===== config.mk =====
export PLATFORM = sky130hd
export DESIGN_NAME = vga_text_renderer
export DESIGN_NICKNAME = d
export VERILOG_FILES = /design/src/rtl/vga_text_renderer.sv
export SDC_FILE = /design/constraint.sdc
export NUM_CORES = 1
export LEC_CHECK = 0
export CAP_MARGIN = 20
export CORE_MARGIN = 5
export CORE_UTILIZATION = 42
export CTS_BUF_LIST = sky130_fd_sc_hd__clkbuf_2 sky130_fd_sc_hd__clkbuf_4 sky130_fd_sc_hd__clkbuf_8
export DETAILED_ROUTE_END_ITERATION = 16
export PLACE_DENSITY = 0.89
export SLEW_MARGIN = 20
export SYNTH_ARGS = -nofsm -noshare
export SYNTH_HDL_FRONTEND = slang
export SYNTH_SLANG_ARGS = --single-unit

===== constraint.sdc =====
create_clock -name CLK -period 2.4 [get_ports CLK]
set_clock_uncertainty 0.1 [all_clocks]
set_input_delay 0.48 -clock CLK [delete_from_list [all_inputs] [get_ports CLK]]
set_output_delay 0.48 -clock CLK [all_outputs]
set_load 0.05 [all_outputs]

===== src/rtl/vga_text_renderer.sv =====
// vga_text_renderer
//   Character-cell pixel source placed after the VGA timing generator. Each
//   input sample (pixel/line counters, active flag, syncs) walks a 5-stage
//   pipeline: character RAM fetch, font ROM fetch, bit select, colour mux and
//   output register. The syncs are delayed by the same 5 cycles so RGB and
//   HS/VS stay aligned. The character area is COLS x ROWS cells of 8x16 px.
//
//   Optional feature: define VGA_TEXT_CURSOR_EN to enable a blinking underline
//   cursor on glyph lines 14-15 of the cell at (CURSOR_COL, CURSOR_ROW).
//
// Ports
//   CLK, RST             pixel clock, asynchronous active-high reset
//   PIX_X, LINE_Y        pixel/line counters from the timing block
//   ACTIVE               visible-area flag
//   HS_IN, VS_IN         active-low syncs from the timing block
//   CHAR_ADDR/CHAR_DATA  character RAM port (data one cycle after address)
//   FONT_ADDR/FONT_DATA  font ROM port (data one cycle after address)
//   CURSOR_COL/ROW       cursor cell position (used only with the cursor build)
//   R, G, B              1-bit pixel colour
//   HS_OUT, VS_OUT       syncs delayed to match RGB

module vga_text_renderer #(
    parameter int unsigned COLS         = 52,
    parameter int unsigned ROWS         = 30,
    parameter int unsigned BLINK_FRAMES = 16
) (
    input  logic        CLK,
    input  logic        RST,
    input  logic [15:0] PIX_X,
    input  logic [15:0] LINE_Y,
    input  logic        ACTIVE,
    input  logic        HS_IN,
    input  logic        VS_IN,
    output logic [10:0] CHAR_ADDR,
    input  logic [15:0] CHAR_DATA,
    output logic [10:0] FONT_ADDR,
    input  logic [7:0]  FONT_DATA,
    input  logic [5:0]  CURSOR_COL,
    input  logic [4:0]  CURSOR_ROW,
    output logic        R,
    output logic        G,
    output logic        B,
    output logic        HS_OUT,
    output logic        VS_OUT
);

    localparam logic [15:0] XMax = 16'(COLS * 8);
    localparam logic [15:0] YMax = 16'(ROWS * 16);

    // Cell decode of the incoming sample
    logic [5:0]  col;
    logic [4:0]  row;
    logic [3:0]  glyph_line;
    logic [2:0]  bit_idx;
    logic        in_area;
    logic [10:0] row11;
    logic [10:0] row_base;
    logic        cursor_hit;

    // Side-information shift registers; index k holds the sample k+1 cycles old
    logic [3:0]      area_q, area_d;
    logic [3:0][2:0] bit_q, bit_d;
    logic [1:0][3:0] gl_q, gl_d;
    logic [3:0]      hit_q, hit_d;
    logic [4:0]      hs_q, hs_d;
    logic [4:0]      vs_q, vs_d;

    logic [10:0] char_addr_q, char_addr_d;
    logic [10:0] font_addr_q, font_addr_d;
    logic [2:0]  fg_q, fg_d, bg_q, bg_d;
    logic [2:0]  fg4_q, bg4_q;
    logic [2:0]  rgb_q, rgb_d;
    logic        pix_on;

    logic unused_char_bits;
    assign unused_char_bits = ^{CHAR_DATA[15:14], CHAR_DATA[7]};

    always_comb begin
        col        = PIX_X[8:3];
        row        = LINE_Y[8:4];
        glyph_line = LINE_Y[3:0];
        bit_idx    = PIX_X[2:0];
        in_area    = ACTIVE && (PIX_X < XMax) && (LINE_Y < YMax);
        row11      = {6'b0, row};
        // row*52 = row*32 + row*16 + row*4
        if (COLS == 52) begin
            row_base = (row11 << 5) + (row11 << 4) + (row11 << 2);
        end else begin
            row_base = 11'(row11 * COLS);
        end
    end

`ifdef VGA_TEXT_CURSOR_EN
    localparam logic [5:0] BlinkLast = 6'(2 * BLINK_FRAMES - 1);
    localparam logic [5:0] BlinkOn   = 6'(BLINK_FRAMES);

    logic [5:0] frame_q, frame_d;
    logic       vs_prev_q;

    always_comb begin
        frame_d = frame_q;
        if (vs_prev_q && !VS_IN) begin
            frame_d = (frame_q == BlinkLast) ? 6'd0 : frame_q + 6'd1;
        end
        cursor_hit = (frame_q < BlinkOn) && (col == CURSOR_COL) && (row == CURSOR_ROW) &&
                     (glyph_line[3:1] == 3'b111);
    end

    always_ff @(posedge CLK or posedge RST) begin
        if (RST) begin
            frame_q   <= 6'd0;
            vs_prev_q <= 1'b1;
        end else begin
            frame_q   <= frame_d;
            vs_prev_q <= VS_IN;
        end
    end
`else
    logic unused_cursor;
    assign unused_cursor = ^{CURSOR_COL, CURSOR_ROW, 6'(BLINK_FRAMES)};
    assign cursor_hit    = 1'b0;
`endif

    always_comb begin
        area_d = {area_q[2:0], in_area};
        bit_d  = {bit_q[2:0], bit_idx};
        gl_d   = {gl_q[0], glyph_line};
        hit_d  = {hit_q[2:0], cursor_hit};
        hs_d   = {hs_q[3:0], HS_IN};
        vs_d   = {vs_q[3:0], VS_IN};

        // Addresses hold outside the character area
        char_addr_d = in_area ? row_base + {5'b0, col} : char_addr_q;
        font_addr_d = area_q[1] ? {CHAR_DATA[6:0], gl_q[1]} : font_addr_q;
        fg_d        = CHAR_DATA[10:8];
        bg_d        = CHAR_DATA[13:11];

        pix_on = FONT_DATA[3'd7 - bit_q[3]] | hit_q[3];
        rgb_d  = area_q[3] ? (pix_on ? fg4_q : bg4_q) : 3'b000;
    end

    always_ff @(posedge CLK or posedge RST) begin
        if (RST) begin
            area_q      <= '0;
            bit_q       <= '0;
            gl_q        <= '0;
            hit_q       <= '0;
            hs_q        <= '1;
            vs_q        <= '1;
            char_addr_q <= '0;
            font_addr_q <= '0;
            fg_q        <= '0;
            bg_q        <= '0;
            fg4_q       <= '0;
            bg4_q       <= '0;
            rgb_q       <= '0;
        end else begin
            area_q      <= area_d;
            bit_q       <= bit_d;
            gl_q        <= gl_d;
            hit_q       <= hit_d;
            hs_q        <= hs_d;
            vs_q        <= vs_d;
            char_addr_q <= char_addr_d;
            font_addr_q <= font_addr_d;
            fg_q        <= fg_d;
            bg_q        <= bg_d;
            fg4_q       <= fg_q;
            bg4_q       <= bg_q;
            rgb_q       <= rgb_d;
        end
    end

    assign CHAR_ADDR = char_addr_q;
    assign FONT_ADDR = font_addr_q;
    assign R         = rgb_q[2];
    assign G         = rgb_q[1];
    assign B         = rgb_q[0];
    assign HS_OUT    = hs_q[4];
    assign VS_OUT    = vs_q[4];

endmodule

==> impl_metrics.ini <==
[routing]
vias = 1809
vias_per_cell = 4.711
routed_wl_um = 5531
drc = 0
drtIter0Drc = 30
drtAntennaViolNets = 0
firstDrtPassIters = 2
routedWlPerCell_um = 14.40

[run_status]
violations = setup timing
status = finished with violations

[final_layout]
nets = 392
diodes = 0
fin_area_um2 = 4327
area_growth_pct = 52.27
drive_above_1_share_pct = 34.87
fillers = 513
stdcell_count = 384

[worst_hold_path]
worstHoldPathCells = 0
hold-path-endpoint = area_q[1]$_DFF_PP0_
worstHoldStart = area_q[0]$_DFF_PP0_
min-delay-path-class = register to register

[setup_path]
end_kind = register
r2r-end = rgb_q[2]$_DFF_PP0_
cp_slowest_cell = fa_1
reg2reg_from = bit_q[9]$_DFF_PP0_
critPathMaxFanout = 2
cp_cell_sequence = buf_8, inv_4, fa_1, inv_1, fa_1, inv_2, fa_2, nand2b_4, a21o_1, a21boi_2, mux2_4
crit_required_ns = 2.52
crit_arrival_ns = 2.83
crit_path_frequent_cell = fa_1
r2r_slack_ns = 0.87
rr_worst_depth = 4
cpPeakStageDelay_ns = 0.52
critPathLaunchType = input port
criticalPathCategory = input port to register

[timing]
fin_crit_sh_pct = 113.0
setup_viol = 5
tightest_slew_ns = 0.5049
holdWs_ns = 0.2461
hold_viol = 0
max_freq_ghz = 0.3688
maxSlewHeadroom_pct = 66.24
drv_slew = 0
setup_slack_ns = -0.3112
rsz0062_at_grt = yes
period_needed_ns = 2.711

[clock_tree]
postCtsHoldBufs = 0
cts.sinks = 71
cts-root-buf = clkbuf_8
tritoncts = built
clock_path_buffers = 2
insertion_delay_ns = 0.33
cts_made_buffers = 9
cts_max_level = 3
cts.clk_slew.worst_paths_ns = 0.07

[place]
placed_cell_area_um2 = 3979
place_hpwl_um = 4136
gp_congestion = 0.7510
placed_cells = 365
pre_cts_ws_ns = -1.175
portBuffers = 84

[logic_synthesis]
synth_cells = 181
yosysWarnings = 0
netlist_area_um2 = 2841
async_flop_share_pct = 100.0
syn_nets = 274
ys_ff_latch = 71
synth-edff-count = 0
ys_seq_area_share_pct = 62.97
syn_area_per_cell_um2 = 15.70
synth_cell_types = 39
synth_ff_type = dfrtp_1

[die]
die-area_um2 = 8510
dieHeight_um = 92.25
ios = 99
fp.coreArea_um2 = 6681
dieWidth_um = 92.25
start_util_pct = 42.53
num_rows = 30

[global_route]
track_usage_pct = 13.77
grt_overflow = 0
grt_pass1_vias = 1956
grt_antenna_before_repair = 0
grt_pass1_wl_um = 9128
grt_max_degree = 72

[pwr]
power_leakage_nw = 1.941
finalPower_w = 0.002806
peakVddDrop_v = 0.0002879
cellPowerDensity_nw_per_um2 = 648.6

[job]
maxCapViolCount = 0
-- cell usage after synthesis, types with 2 or more instances --
library cell	number	area (µm²)
o21ai_0	4	20.02
inv_1	16	60.06
dfrtp_1	61	1526
o31ai_1	2	15.01
nand2_1	4	15.01
fa_1	5	100.1
ha_1	16	200.2
nand3_1	5	25.02
dfstp_2	10	262.8
nand2b_1	2	12.51
a211oi_1	2	15.01
mux4_2	2	45.04
nor2b_1	2	12.51
o21ai_1	3	15.01
nor3b_1	2	15.01
a2111oi_0	2	17.52
mux2_2	11	123.9
a21o_1	2	15.01
mux2_4	9	135.1
nor2_1	2	7.510
-- placed cells by master, fill, tap and decap left out, types with 3 or more instances in the layout --
master            n
buf_4            22
nand3_1           5
buf_6             3
ha_4              3
o21ai_0           3
inv_2             6
clkdlybuf4s50_1  79
inv_1             8
mux2_2           11
fa_1              3
clkbuf_8          9
dfstp_2          10
nand2_1           4
ha_1             12
dfrtp_1          61
mux2_4            9
o21ai_1           4
-- metrics by stage --
step | util (%) | TNS (ns)
after detailed placement | 59.55 | -7.061
after global routing | 64.76 | -1.634
final | 64.76 | -1.226
after CTS | 64.16 | -1.185
after global placement | 59.55 | -6.692
after floorplan | - | -1.883
-- critical path: cells and delay by family --
| family | cells | cell delay, ns |
|---|---|---|
| AOI/OAI and AO/OA | 2 | 0.32 |
| adders and majority gates | 3 | 1.42 |
| buffers and inverters | 4 | 0.21 |
| muxes | 1 | 0.25 |
| and+or+nand+nor | 1 | 0.16 |
-- kinds of logic after synthesis --
group / share of synthesized area (%)
AND/OR/NAND/NOR: 6.957
buffers and inverters: 2.246
multiplexers: 11.49
AO/OA/AOI/OAI: 5.460
flip-flops: 62.97
adder cells (fa/ha/maj): 10.57
XOR/XNOR: 0.3083
-- power breakdown --
group          leakage, nW  internal [W]  switching [W]
Sequential           0.883       0.00124      0.0000110
Clock                0.107      0.000604       0.000441
Combinational        0.951      0.000288       0.000224
Total                 1.94       0.00213       0.000676
-- flip-flops by register name (all words and copies together) (netlist names) --
signal and cells:
CHAR_ADDR 11, FONT_ADDR 11, bit_d 9, hs_q 5
vs_q 5, area_q 4, gl_d 4, gl_q 4
bg4_q 3, bg_q 3, bit_q 3, fg4_q 3
fg_q 3, rgb_q 3
-- layout make-up --
class                   count  area (µm²)  area share (%)
inverters                  16       70.07           1.619
clock inverters             6       92.59           2.140
repair buffers            108        1045           24.15
multi-input cells          93        1099           25.39
flip-flops and latches     71        1789           41.35
well taps                  80       100.1           2.313
clock buffers              10       131.4           3.036
-- layer usage --
| metal | vias up | part of all wire, % | GRT usage (%) | routed length (µm) |
|---|---|---|---|---|
| met3 | 8 | 6.7 | 3.938 | 372 |
| met5 | - | 0 | 0 | 0 |
| met1 | 883 | 37 | 14.45 | 2063 |
| li1 | 866 | - | - | - |
| met4 | 0 | 1.5 | 6.436 | 83 |
| met2 | 52 | 54 | 25.18 | 3011 |
-- worst max-delay path by stage --
stage | slack, ns | endpoint | startpoint | cells past startpoint
global route | -0.43 | CHAR_ADDR[10]$_DFFE_PP0P_ | LINE_Y[5] | 11
detailed placement | -1.17 | CHAR_ADDR[9]$_DFFE_PP0P_ | PIX_X[8] | 10
CTS | -0.30 | CHAR_ADDR[8]$_DFFE_PP0P_ | LINE_Y[5] | 11
global placement | -1.12 | CHAR_ADDR[8]$_DFFE_PP0P_ | PIX_X[8] | 11
floorplan | -0.49 | CHAR_ADDR[8]$_DFFE_PP0P_ | PIX_X[8] | 10
finish | -0.31 | CHAR_ADDR[8]$_DFFE_PP0P_ | LINE_Y[5] | 11
-- timing repair --
| item | 4_1_cts | 5_1_grt |
|---|---|---|
| gates resized for setup | 39 | 9 |
| setup endpoints to repair | 6 | 5 |
| buffers inserted | 4 | 1 |
| pin swaps | 10 | 4 |
(Power assumes the default switching activity.)
